**src/rtl/fp_defs_pkg.sv**
```systemverilog
// Shared float widths and lane/prenorm record types for the adder datapath.
package fp_defs;

   localparam int C_OP           = 16;
   localparam int C_EXP          = 5;
   localparam int C_MANT         = 10;
   // One extra bit each for the add carry and the signed exponent headroom.
   localparam int C_EXP_PRENORM  = C_EXP + 2;
   localparam int C_MANT_PRENORM = C_MANT + 2;

   typedef struct packed {
      logic              sign;
      logic [C_EXP-1:0]  exp;
      logic [C_MANT-1:0] mant;
   } fp_lane_t;

   typedef struct packed {
      logic                             sign;
      logic signed [C_EXP_PRENORM-1:0]  exp;
      logic [C_MANT_PRENORM-1:0]        mant;
   } prenorm_t;

endpackage

```
**src/rtl/fp_add.sv**
```systemverilog
// Add core: aligns the smaller operand (truncating shift) and adds or
// subtracts mantissas, producing an unnormalised sign/exponent/mantissa.
module fp_add #(
   parameter int C_EXP          = fp_defs::C_EXP,
   parameter int C_MANT         = fp_defs::C_MANT,
   parameter int C_EXP_PRENORM  = fp_defs::C_EXP_PRENORM,
   parameter int C_MANT_PRENORM = fp_defs::C_MANT_PRENORM
) (
   input  logic                             sign_a,
   input  logic [C_EXP-1:0]                 exp_a,
   input  logic [C_MANT:0]                  mant_a,
   input  logic                             sign_b,
   input  logic [C_EXP-1:0]                 exp_b,
   input  logic [C_MANT:0]                  mant_b,
   output logic                             pre_sign,
   output logic signed [C_EXP_PRENORM-1:0]  pre_exp,
   output logic [C_MANT_PRENORM-1:0]        pre_mant
);

   logic              a_big;
   logic [C_EXP-1:0]  exp_big, exp_small, shift;
   logic [C_MANT:0]   mant_big, mant_small, mant_sh;

   // Order by magnitude so the difference is never negative; ties keep a.
   always_comb begin
      a_big      = {exp_a, mant_a} >= {exp_b, mant_b};
      exp_big    = a_big ? exp_a  : exp_b;
      exp_small  = a_big ? exp_b  : exp_a;
      mant_big   = a_big ? mant_a : mant_b;
      mant_small = a_big ? mant_b : mant_a;
      shift      = exp_big - exp_small;
      mant_sh    = mant_small >> shift;
      pre_sign   = a_big ? sign_a : sign_b;
      pre_exp    = $signed(C_EXP_PRENORM'(exp_big));
      if (sign_a == sign_b)
         pre_mant = C_MANT_PRENORM'(mant_big) + C_MANT_PRENORM'(mant_sh);
      else
         pre_mant = C_MANT_PRENORM'(mant_big) - C_MANT_PRENORM'(mant_sh);
   end

endmodule

```
**src/rtl/fp_adder_lane.sv**
```systemverilog
// One lane: unpack, optional b negation, add core, optional prenorm
// register, normaliser and optional result register.
module fp_adder_lane #(
   parameter int C_OP           = fp_defs::C_OP,
   parameter int C_EXP          = fp_defs::C_EXP,
   parameter int C_MANT         = fp_defs::C_MANT,
   parameter int C_EXP_PRENORM  = fp_defs::C_EXP_PRENORM,
   parameter int C_MANT_PRENORM = fp_defs::C_MANT_PRENORM,
   parameter int C_STAGES       = 2
) (
   input  logic            clk,
   input  logic            rst_n,
   input  logic            ld_pre,
   input  logic            ld_res,
   input  logic            op_sub,
   input  logic [C_OP-1:0] a,
   input  logic [C_OP-1:0] b,
   output logic [C_OP-1:0] result
);

   logic                             sign_a, sign_b;
   logic [C_EXP-1:0]                 exp_a, exp_b;
   logic [C_MANT:0]                  mant_a, mant_b;
   logic                             add_sign, pre_sign;
   logic signed [C_EXP_PRENORM-1:0]  add_exp, pre_exp;
   logic [C_MANT_PRENORM-1:0]        add_mant, pre_mant;
   logic [C_EXP-1:0]                 norm_exp;
   logic [C_MANT-1:0]                norm_mant;
   logic [C_OP-1:0]                  res_comb;

   // A zero exponent clears the hidden bit (zero/denormal).
   assign sign_a = a[C_OP-1];
   assign exp_a  = a[C_OP-2 -: C_EXP];
   assign mant_a = {|exp_a, a[C_MANT-1:0]};
   assign sign_b = b[C_OP-1] ^ op_sub;
   assign exp_b  = b[C_OP-2 -: C_EXP];
   assign mant_b = {|exp_b, b[C_MANT-1:0]};

   fp_add #(.C_EXP(C_EXP), .C_MANT(C_MANT), .C_EXP_PRENORM(C_EXP_PRENORM),
            .C_MANT_PRENORM(C_MANT_PRENORM)) u_add (
      .sign_a(sign_a), .exp_a(exp_a), .mant_a(mant_a),
      .sign_b(sign_b), .exp_b(exp_b), .mant_b(mant_b),
      .pre_sign(add_sign), .pre_exp(add_exp), .pre_mant(add_mant)
   );

   generate
      if (C_STAGES >= 2) begin : g_pre
         // Prenorm register splits add and normalise into separate cycles.
         always_ff @(posedge clk or negedge rst_n) begin
            if (!rst_n) begin
               pre_sign <= 1'b0;
               pre_exp  <= '0;
               pre_mant <= '0;
            end else if (ld_pre) begin
               pre_sign <= add_sign;
               pre_exp  <= add_exp;
               pre_mant <= add_mant;
            end
         end
      end else begin : g_pre_bypass
         assign pre_sign = add_sign;
         assign pre_exp  = add_exp;
         assign pre_mant = add_mant;
      end
   endgenerate

   fp_norm #(.C_EXP(C_EXP), .C_MANT(C_MANT), .C_EXP_PRENORM(C_EXP_PRENORM),
             .C_MANT_PRENORM(C_MANT_PRENORM)) u_norm (
      .pre_exp(pre_exp), .pre_mant(pre_mant),
      .norm_exp(norm_exp), .norm_mant(norm_mant)
   );

   assign res_comb = {pre_sign, norm_exp, norm_mant};

   generate
      if (C_STAGES == 3) begin : g_res
         // Final result register isolates the normaliser from the consumer.
         always_ff @(posedge clk or negedge rst_n) begin
            if (!rst_n)      result <= '0;
            else if (ld_res) result <= res_comb;
         end
      end else begin : g_res_bypass
         logic unused_ctrl;
         assign unused_ctrl = ld_res ^ ld_pre ^ clk ^ rst_n;
         assign result      = res_comb;
      end
   endgenerate

endmodule

```
**src/rtl/fp_norm.sv**
```systemverilog
// Normaliser: carry right-shift or leading-zero left-shift, then flush
// underflow to zero and saturate overflow to infinity.
module fp_norm #(
   parameter int C_EXP          = fp_defs::C_EXP,
   parameter int C_MANT         = fp_defs::C_MANT,
   parameter int C_EXP_PRENORM  = fp_defs::C_EXP_PRENORM,
   parameter int C_MANT_PRENORM = fp_defs::C_MANT_PRENORM
) (
   input  logic signed [C_EXP_PRENORM-1:0]  pre_exp,
   input  logic [C_MANT_PRENORM-1:0]        pre_mant,
   output logic [C_EXP-1:0]                 norm_exp,
   output logic [C_MANT-1:0]                norm_mant
);

   localparam logic signed [C_EXP_PRENORM-1:0] EXP_MAX = C_EXP_PRENORM'((1 << C_EXP) - 1);
   localparam logic signed [C_EXP_PRENORM-1:0] EXP_ONE = C_EXP_PRENORM'(1);

   int                               lz;
   logic signed [C_EXP_PRENORM-1:0]  e_tmp;
   logic [C_MANT_PRENORM-1:0]        m_tmp;
   logic                             unused_m;

   assign unused_m = ^m_tmp[C_MANT_PRENORM-1:C_MANT];

   // Shift the leading one into the hidden-bit position and fix the exponent.
   always_comb begin
      lz = C_MANT + 1;
      for (int i = 0; i <= C_MANT; i++)
         if (pre_mant[i]) lz = C_MANT - i;
      if (pre_mant[C_MANT+1]) begin
         m_tmp = pre_mant >> 1;
         e_tmp = pre_exp + EXP_ONE;
      end else begin
         m_tmp = pre_mant << lz;
         e_tmp = pre_exp - $signed(C_EXP_PRENORM'(lz));
      end
      if (pre_mant == '0 || e_tmp[C_EXP_PRENORM-1] || e_tmp == '0) begin
         norm_exp  = '0;
         norm_mant = '0;
      end else if (e_tmp >= EXP_MAX) begin
         norm_exp  = '1;
         norm_mant = '0;
      end else begin
         norm_exp  = e_tmp[C_EXP-1:0];
         norm_mant = m_tmp[C_MANT-1:0];
      end
   end

endmodule

```
**src/rtl/fp_adder_pipe.sv**
```systemverilog
// Multi-lane pipelined FP add/sub with valid/ready; one global stall enable.
module fp_adder_pipe #(
   parameter int C_OP           = fp_defs::C_OP,
   parameter int C_EXP          = fp_defs::C_EXP,
   parameter int C_MANT         = fp_defs::C_MANT,
   parameter int C_EXP_PRENORM  = fp_defs::C_EXP_PRENORM,
   parameter int C_MANT_PRENORM = fp_defs::C_MANT_PRENORM,
   parameter int C_LANES        = 4,
   parameter int C_STAGES       = 2,
   parameter int C_TAG_W        = 4
) (
   input  logic                      clk_i,
   input  logic                      rst_ni,
   input  logic                      in_valid_i,
   output logic                      in_ready_o,
   input  logic [C_LANES-1:0]        op_sub_i,
   input  logic [C_LANES*C_OP-1:0]   operand_a_i,
   input  logic [C_LANES*C_OP-1:0]   operand_b_i,
   input  logic [C_TAG_W-1:0]        tag_i,
   output logic                      out_valid_o,
   input  logic                      out_ready_i,
   output logic [C_LANES*C_OP-1:0]   result_o,
   output logic [C_TAG_W-1:0]        tag_o
);

   logic                       en, ld_pre, ld_res;
   logic [C_STAGES-1:0]        vld_pipe;
   logic [C_TAG_W-1:0]         tag_pipe [C_STAGES];
   logic [C_LANES-1:0]         sub_q;
   logic [C_LANES*C_OP-1:0]    a_q, b_q;

   // The whole pipe moves together; a stalled output freezes every stage.
   assign out_valid_o = vld_pipe[C_STAGES-1];
   assign en          = ~out_valid_o | out_ready_i;
   assign in_ready_o  = en;
   assign tag_o       = tag_pipe[C_STAGES-1];

   // Valid shift register; bubbles travel like beats.
   always_ff @(posedge clk_i or negedge rst_ni) begin
      if (!rst_ni) begin
         vld_pipe <= '0;
      end else if (en) begin
         vld_pipe[0] <= in_valid_i;
         for (int i = 1; i < C_STAGES; i++) vld_pipe[i] <= vld_pipe[i-1];
      end
   end

   // Tag pipeline, loaded only behind a valid beat.
   always_ff @(posedge clk_i or negedge rst_ni) begin
      if (!rst_ni) begin
         for (int i = 0; i < C_STAGES; i++) tag_pipe[i] <= '0;
      end else if (en) begin
         if (in_valid_i) tag_pipe[0] <= tag_i;
         for (int i = 1; i < C_STAGES; i++)
            if (vld_pipe[i-1]) tag_pipe[i] <= tag_pipe[i-1];
      end
   end

   // S0 operand capture, gated to accepted beats only.
   always_ff @(posedge clk_i or negedge rst_ni) begin
      if (!rst_ni) begin
         sub_q <= '0;
         a_q   <= '0;
         b_q   <= '0;
      end else if (en && in_valid_i) begin
         sub_q <= op_sub_i;
         a_q   <= operand_a_i;
         b_q   <= operand_b_i;
      end
   end

   generate
      if (C_STAGES >= 2) begin : g_ld_pre
         assign ld_pre = en & vld_pipe[0];
      end else begin : g_no_pre
         assign ld_pre = 1'b0;
      end
      if (C_STAGES == 3) begin : g_ld_res
         assign ld_res = en & vld_pipe[1];
      end else begin : g_no_res
         assign ld_res = 1'b0;
      end

      for (genvar k = 0; k < C_LANES; k++) begin : g_lane
         fp_adder_lane #(
            .C_OP(C_OP), .C_EXP(C_EXP), .C_MANT(C_MANT),
            .C_EXP_PRENORM(C_EXP_PRENORM), .C_MANT_PRENORM(C_MANT_PRENORM),
            .C_STAGES(C_STAGES)
         ) u_lane (
            .clk(clk_i), .rst_n(rst_ni), .ld_pre(ld_pre), .ld_res(ld_res),
            .op_sub(sub_q[k]),
            .a(a_q[k*C_OP +: C_OP]), .b(b_q[k*C_OP +: C_OP]),
            .result(result_o[k*C_OP +: C_OP])
         );
      end
   endgenerate

endmodule

```
**config.mk**
```make
export PLATFORM = sky130hd
export DESIGN_NAME = fp_adder_pipe
export DESIGN_NICKNAME = d
export VERILOG_FILES = /design/src/rtl/fp_defs_pkg.sv /design/src/rtl/fp_add.sv /design/src/rtl/fp_adder_lane.sv /design/src/rtl/fp_norm.sv /design/src/rtl/fp_adder_pipe.sv
export SDC_FILE = /design/constraint.sdc
export NUM_CORES = 1
export LEC_CHECK = 0
export CORE_ASPECT_RATIO = 0.9
export CORE_MARGIN = 3
export CORE_UTILIZATION = 53
export DETAILED_ROUTE_END_ITERATION = 6
export GPL_ROUTABILITY_DRIVEN = 1
export PLACE_DENSITY = 0.78
export SYNTH_ARGS = -nofsm -noshare
export SYNTH_HDL_FRONTEND = slang
export SYNTH_SLANG_ARGS = --single-unit
```
**constraint.sdc**
```tcl
create_clock -name clk_i -period 6.6 [get_ports clk_i]
set_input_delay 0.66 -clock clk_i [delete_from_list [all_inputs] [get_ports clk_i]]
set_output_delay 0.66 -clock clk_i [all_outputs]
set_load 0.03 [all_outputs]
```
==> key figures, run 1 <==
Status
  – Status: finished clean

Place
  – GP Congestion: 0.972
  – Final HPWL from detailed placement: 46.7 mm
  – I/O Buffers: 209

Routing
  – Drt pass-1 iters: 6
  – DRC errors left: 0
  – Drt via density: 6.18
  – Iter 0 DRT Violations: 2216
  – Post-detailed-route wirelength per cell: 19.3 um
  – Routed WL: 61.7 mm
  – Detail Route Antenna Nets: 0
  – DR vias: 19772

STA
  – Fin crit share: 98.4%
  – Clock Skew: 0.0327 ns
  – Setup TNS: 0 ns
  – Worst slew pin tran: 1.07 ns
  – Worst slew margin relative to its limit: 28.4%
  – Max Clk Rate: 0.154 GHz
  – Hold Vio Cnt, Final: 0
  – RSZ-0062 raised after global routing: yes
  – Min cycle time layout: 6.50 ns
  – Final setup fails: 0
  – Slew Limit Fails: 0

Synth
  – Synth Area in Compound Gates: 21.4%
  – Post-synth ARST share: 100%
  – Post-synthesis mux area share: 16.6%
  – Synth Instances: 2446
  – Synth Area in Adders: 9.18%
  – Number of synthesized flops with an enable pin: 0
  – Cell variety after synth: 92
  – Most used DFF post-synth: dfrtp_1
  – Post-synthesis simple-gate area fraction: 17.1%
  – Mean Syn Cell Area: 8.29 sq um
  – Mapped cell area: 20300 sq um
  – Post-Syn Nets: 2730
  – XOR/XNOR Fraction of Synth Area: 3.93%
  – Sequential element share of the synthesized area: 26.4%
  – Synth warn: 0
  – Synth Register Bits: 214
  – Combinational family with the most area after synthesis: compound AO/OA/AOI/OAI gates

Clocking
  – CTS Sinks: 214
  – CTS tree: built
  – H-tree levels: 1
  – Clock-pin slew on the worst setup and hold paths: 0.07 ns
  – Worst skew pair latency: 0.56 ns
  – CTS root buf: clkbuf_16
  – Max clock buf depth: 3
  – Num CTS Buffers: 25

Worst setup path
  – Reg2reg start: a_q[12]$_DFFE_PN0P_
  – FF-to-FF path depth: 26
  – Critical Path RT: 7.10 ns
  – Crit-path leading delay family: compound AO/OA/AOI/OAI gates
  – Critical Path AT: 7.00 ns
  – R2r setup slk: 0.10 ns
  – Worst-path maximum fanout: 8
  – CP max stage delay: 0.52 ns
  – CP startpoint kind: register
  – Kind of end point of the critical path: register
  – WP buf/inv: 2
  – Setup Crit Path Kind: reg2reg
  – Terminus of the critical flop-to-flop path: g_lane[0].u_lane.pre_mant[11]$_DFFE_PN0P_
  – Crit-path slowest cell: mux4_2

Die
  – Die area: 40700 sq um
  – Core footprint: 37500 sq um
  – Cell row count: 67
  – Die Width: 212 um
  – IO Count: 210
  – Initial Utilization: 54.1%
  – Die Y: 192 um

Layout
  – Footprint of the multi-input gates: 14400 sq um
  – Share of layout cells above drive strength 1: 19.0%
  – # fillers: 3125
  – Ant diodes: 0
  – Register area: 5360 sq um
  – Area Overhead vs Synth: 23.5%
  – Final nets: 2984

Job
  – Max_cap viols: 0

GRT
  – First-pass GRT wire length: 96.9 mm
  – Total GRT Usage: 29.1%
  – Pin count of the biggest net entering global routing: 122
  – Congestion Overflow GR: 0
  – Number of global-route vias before repair: 18832
  – Initial antenna violation count: 1

Hold path
  – Hold Crit Class: in2async
==> through the flow <==
step                setup WS, ns  cells  cell area (sq um)  utilization (%)  hold slack, ns
floorplan                -0.0522   2446              20400                -           0.364
global placement          0.0968   3130              23400             62.5           0.440
detailed placement        -0.105   3130              23400             62.5           0.459
CTS                      0.00928   3175              24400             65.0           0.231
global route              -0.241   3200              25100             66.9           0.251
finish                     0.105   3200              25100             66.9           0.182
==> flip-flops by register name, summed over array words and instances (netlist names) <==
| register | cells |
|---|---|
| a_q | 64 |
| g_lane.u_lane.pre_exp | 20 |
| tag_pipe | 4 |
| g_lane.u_lane.pre_sign | 4 |
| tag_o | 4 |
| b_q | 64 |
| vld_pipe | 2 |
| sub_q | 4 |
| g_lane.u_lane.pre_mant | 48 |
==> per-layer routing <==
metal | vias to the layer above | global-route usage (%) | wire length, um
met1 | 9473 | 40.1 | 27100
met4 | 2 | 7.65 | 1650
li1 | 9398 | - | -
met3 | 112 | 5.24 | 4420
met5 | - | 0 | 13
met2 | 787 | 47.2 | 28600
==> logic make-up (layout without fill, tap and decap cells) <==
| kind of cell | count (synthesis) | after routing |
|---|---|---|
| buf+inv | 277 | 548 |
| simple gates | 773 | 773 |
| fa+ha+maj | 144 | 144 |
| flops | 214 | 214 |
| compound gates | 671 | 671 |
| xor+xnor | 91 | 91 |
| mux | 276 | 276 |
==> synthesized netlist by cell type (all sizes together), types with 23 or more instances <==
| cell type | number | area, sq um |
|---|---|---|
| nand2 | 286 | 1080 |
| nor2 | 230 | 868 |
| dfrtp | 214 | 5360 |
| o21ai | 195 | 980 |
| a21oi | 161 | 806 |
| mux2 | 159 | 1790 |
| inv | 146 | 548 |
| ha | 136 | 1700 |
| clkbuf | 106 | 399 |
| mux2i | 85 | 851 |
| nor3 | 69 | 350 |
| xnor2 | 51 | 447 |
| nand3 | 40 | 200 |
| xor2 | 40 | 350 |
| a21o | 37 | 278 |
| a211oi | 34 | 255 |
| mux4 | 32 | 721 |
| nor4 | 23 | 144 |
==> layout make-up <==
type / instances / share of cell area, %
Clock inverter: 14 / 0.844
Inverter: 149 / 2.25
Timing Repair Buffer: 355 / 12.8
Multi-Input combinational cell: 1955 / 57.6
Clock buffer: 30 / 2.69
Sequential cell: 214 / 21.4
Tap cell: 483 / 2.41
==> worst max-delay path by stage <==
stage	from	end	slack [ns]	cells after the start
global placement	a_q[14]$_DFFE_PN0P_	g_lane[0].u_lane.pre_mant[11]$_DFFE_PN0P_	0.1	28
CTS	a_q[59]$_DFFE_PN0P_	g_lane[3].u_lane.pre_mant[10]$_DFFE_PN0P_	0.009	33
detailed placement	a_q[14]$_DFFE_PN0P_	g_lane[0].u_lane.pre_mant[11]$_DFFE_PN0P_	-0.11	28
floorplan	a_q[11]$_DFFE_PN0P_	g_lane[0].u_lane.pre_mant[11]$_DFFE_PN0P_	-0.05	31
global route	a_q[10]$_DFFE_PN0P_	g_lane[0].u_lane.pre_mant[11]$_DFFE_PN0P_	-0.24	27
finish	a_q[12]$_DFFE_PN0P_	g_lane[0].u_lane.pre_mant[11]$_DFFE_PN0P_	0.10	26
==> what timing repair did <==
action | 4_1_cts | 5_1_grt
endpoints found under the setup margin | 6 | 17
setup buffers | 1 | 25
gates resized for setup | 10 | 124
pin swaps | 2 | 67
hold buffers | 0 | 0
==> worst reg2reg max path: stages (launching register included) <==
cell      delay, ns
dfrtp_1        0.39
buf_4          0.16
ha_1           0.29
nand4_1        0.19
or3_4          0.43
a2111o_1       0.38
a311oi_2       0.29
a31oi_1        0.08
ha_1           0.36
clkinv_4       0.11
mux4_2         0.52
mux4_2         0.49
o211ai_1       0.24
ha_2           0.32
a21o_1         0.18
ha_1           0.28
a21o_1         0.11
a21o_1         0.14
nand2_1        0.06
nand2_1        0.08
a21oi_2        0.06
nor2b_1        0.13
o21a_1         0.21
o31ai_4        0.09
a211o_1        0.29
or4_1          0.48
nand3_1        0.10
==> placed cells by master, fill, tap and decap left out, drive strengths merged, types with 15 or more instances in the layout <==
master           n
nand2          286
nor2           230
dfrtp          214
clkdlybuf4s50  208
o21ai          195
a21oi          161
mux2           159
buf            147
inv            146
ha             136
mux2i           85
nor3            69
xnor2           51
nand3           40
xor2            40
a21o            37
a211oi          34
mux4            32
clkbuf          30
nor4            23
o22ai           22
a31oi           22
nand2b          21
o21a            18
a22oi           18
or3             18
and2            17
nand4           16
o211ai          16
nor2b           15
Power of run 1 is not shown: default switching activity piles up to over one toggle a cycle in this logic, so the estimate is an artifact.
==> run 2: changes to the inputs <==
--- a/config.mk
+++ b/config.mk
@@ -6,11 +6,12 @@
 export NUM_CORES = 1
 export LEC_CHECK = 0
 export CORE_ASPECT_RATIO = 0.9
-export CORE_MARGIN = 3
-export CORE_UTILIZATION = 53
+export CORE_MARGIN = 4
+export CORE_UTILIZATION = 55
 export DETAILED_ROUTE_END_ITERATION = 6
 export GPL_ROUTABILITY_DRIVEN = 1
 export PLACE_DENSITY = 0.78
+export SLEW_MARGIN = 10
 export SYNTH_ARGS = -nofsm -noshare
 export SYNTH_HDL_FRONTEND = slang
 export SYNTH_SLANG_ARGS = --single-unit
==> constraint.sdc (replaced) <==
create_clock -name clk_i -period 6.62 [get_ports clk_i]
set_input_delay 0.662 -clock clk_i [delete_from_list [all_inputs] [get_ports clk_i]]
set_output_delay 0.662 -clock clk_i [all_outputs]
set_load 0.03 [all_outputs]
==> run 2 against run 1 <==
Non-clock buffer count fell by 1; utilization rose by 2.3 points; critical endpoint is now g_lane[3].u_lane.pre_mant[11]$_DFFE_PN0P_; register-to-register slack improved by 0.05 ns; sequential cell count did not move; critical path depth rose by 10; wire length rose by 1.4%; via count rose by 0.68%; largest cell class unchanged; clock skew fell by 0.0084 ns; count of clock-buffer cells in the layout rose by 4; cell count fell by 0.19%; die area fell by 1.6%.
==> key figures, run 2 (synthesis results as in run 1) <==
Status
  – Status: finished clean (unchanged)

STA
  – Slew Limit Fails: 0 (unchanged)
  – Worst slew margin relative to its limit: 32.3% (was 28.4%)
  – Fin crit share: 97.7% (was 98.4%)
  – RSZ-0062 raised after global routing: yes (unchanged)
  – Final setup fails: 0 (unchanged)
  – Max Clk Rate: 0.155 GHz (was 0.154 GHz)
  – Final WS setup: 0.152 ns (was 0.105 ns)
  – Worst slew pin tran: 1.02 ns (was 1.07 ns)
  – Clock Skew: 0.0242 ns (was 0.0327 ns)
  – Min cycle time layout: 6.47 ns (was 6.50 ns)
  – Hold Vio Cnt, Final: 0 (unchanged)

Hold path
  – Hold Crit Class: in2async (unchanged)

Layout
  – Register area: 5360 sq um (about the same)
  – Top flop regs: a_q: 64 flops, b_q: 64 flops, g_lane.u_lane.pre_mant: 48 flops (unchanged)
  – Footprint of the multi-input gates: 14400 sq um (about the same)
  – Area Overhead vs Synth: 23.5% (about the same)
  – Share of layout cells above drive strength 1: 19.1% (was 19.0%)
  – Commonest non-fill, non-tap cell in the layout: nand2_1 (unchanged)
  – # fillers: 2926 (was 3125)
  – Final nets: 2983 (was 2984)
  – Most frequent cells in the layout: 276 x nand2_1, 223 x nor2_1, 212 x dfrtp_1 (was 279 x nand2_1, 221 x nor2_1, 211 x dfrtp_1)

GRT
  – Congestion Overflow GR: 0 (unchanged)
  – Total GRT Usage: 29.7% (was 29.1%)
  – Initial antenna violation count: 1 (unchanged)
  – First-pass GRT wire length: 99.2 mm (was 96.9 mm)
  – Pin count of the biggest net entering global routing: 92 (was 122)
  – Number of global-route vias before repair: 19105 (was 18832)

Clocking
  – Num CTS Buffers: 25 (unchanged)
  – H-tree levels: 1 (unchanged)
  – Clock-pin slew on the worst setup and hold paths: 0.06 ns (was 0.07 ns)
  – CTS Sinks: 214 (unchanged)
  – Max clock buf depth: 3 (unchanged)
  – # hold bufs at CTS: 0 (unchanged)
  – CTS tree: built (unchanged)
  – CTS root buf: clkbuf_16 (unchanged)
  – Worst skew pair latency: 0.56 ns (about the same)

Routing
  – Post-detailed-route wirelength per cell: 19.6 um (was 19.3 um)
  – Detail Route Antenna Nets: 0 (unchanged)
  – DR vias: 19906 (was 19772)
  – DRC errors left: 0 (unchanged)
  – Drt via density: 6.23 (was 6.18)
  – Iter 0 DRT Violations: 1942 (was 2216)
  – Routed WL: 62.6 mm (was 61.7 mm)
  – Drt pass-1 iters: 6 (unchanged)

Worst setup path
  – Worst-path maximum fanout: 7 (was 8)
  – CP most frequent cell: a21oi_2
  – Setup Crit Path Kind: reg2reg (unchanged)
  – CP startpoint kind: register (unchanged)
  – Crit path launch: a_q[60]$_DFFE_PN0P_ (was a_q[12]$_DFFE_PN0P_)
  – Critical Path AT: 6.92 ns (was 7.00 ns)
  – Critical Path RT: 7.07 ns (was 7.10 ns)
  – Crit-path slowest cell: dfrtp_1 (was mux4_2)
  – Kind of end point of the critical path: register (unchanged)
  – Reg2reg start: a_q[60]$_DFFE_PN0P_ (was a_q[12]$_DFFE_PN0P_)
  – CP max stage delay: 0.39 ns (was 0.52 ns)

Job
  – Max_cap viols: 0 (unchanged)

Die
  – IO Count: 210 (unchanged)
  – Cell row count: 66 (was 67)
  – Die area: 40000 sq um (was 40700 sq um)
  – Core footprint: 36300 sq um (was 37500 sq um)
  – Initial Utilization: 55.9% (was 54.1%)
  – Die Width: 210 um (was 212 um)
  – Die Y: 190 um (was 192 um)

Place
  – I/O Buffers: 209 (unchanged)
  – GP Congestion: 0.975 (was 0.972)
  – Setup WS pre-CTS: -0.182 ns (was -0.105 ns)
  – Final HPWL from detailed placement: 47.2 mm (was 46.7 mm)
==> run 2: cell types whose count changed in the layout (fill, tap and decap cells not counted), sizes merged <==
cell      change
clkbuf        +4
clkinv        -4
inv           +2
buf           -1
clkinvlp      -1
diode         +1
==> run 2: metal layers <==
layer  up-vias  wire [um]  GRT usage, %
met5         -          0             0
met4         0       2220          8.75
met3       140       4500          4.02
met2       809      28700          47.8
met1      9556      27200          42.2
li1       9401          -             -
==> run 2: timing repair <==
| action | CTS | global route |
|---|---|---|
| gates resized for setup | 21 | 105 |
| endpoints found under the setup margin | 6 | 17 |
| setup buffers | 3 | 23 |
| hold endpoints to repair | 0 | 0 |
| gates cloned | 0 | 0 |
| pin swaps | 7 | 64 |
==> run 2: layout make-up <==
class	count	share of cell area, %
clock inverter	11	0.789
sequential	214	21.4
multi-input combinational	1955	57.6
timing repair buffer	354	12.8
clock buffer	34	2.79
antenna	1	0.00999
tap	476	2.38
inverter	149	2.25
==> run 2: stage by stage <==
| step | setup TNS, ns | cells | utilization, % | hold slack [ns] | instance area (sq um) |
|---|---|---|---|---|---|
| 2_1_floorplan | -0.0491 | 2446 | - | 0.366 | 20400 |
| 3_3_place_gp | 0 | 3122 | 64.6 | 0.440 | 23400 |
| 3_5_place_dp | -0.300 | 3122 | 64.6 | 0.455 | 23400 |
| 4_1_cts | 0 | 3170 | 67.4 | 0.132 | 24400 |
| 5_1_grt | -1.24 | 3194 | 69.1 | 0.165 | 25100 |
| 6_report | 0 | 3194 | 69.1 | 0.116 | 25100 |
==> run 2: final timing paths <==
| check | end | slack, ns | depth (start not counted) |
|---|---|---|---|
| max | g_lane[3].u_lane.pre_mant[11]$_DFFE_PN0P_ | 0.15 | 36 |
| min | a_q[32]$_DFFE_PN0P_ | 0.12 | 1 |
| max reg2reg | g_lane[3].u_lane.pre_mant[11]$_DFFE_PN0P_ | 0.15 | 36 |
| min reg2reg | tag_o[1]$_DFFE_PN0P_ | 0.47 | 2 |
| max in group asynchronous | b_q[11]$_DFFE_PN0P_ | 5.11 | 2 |
| min in group clk_i | tag_o[1]$_DFFE_PN0P_ | 0.47 | 2 |
==> run 2: worst max-delay path: cells and delay by family, from the launching register on <==
family	cells	cell delay, ns
compound gates	17	2.63
fa+ha+maj	4	1.07
buf+inv	2	0.28
simple gates	11	1.61
flops	1	0.39
xor+xnor	2	0.35
Power of run 2 is left out for the same reason.
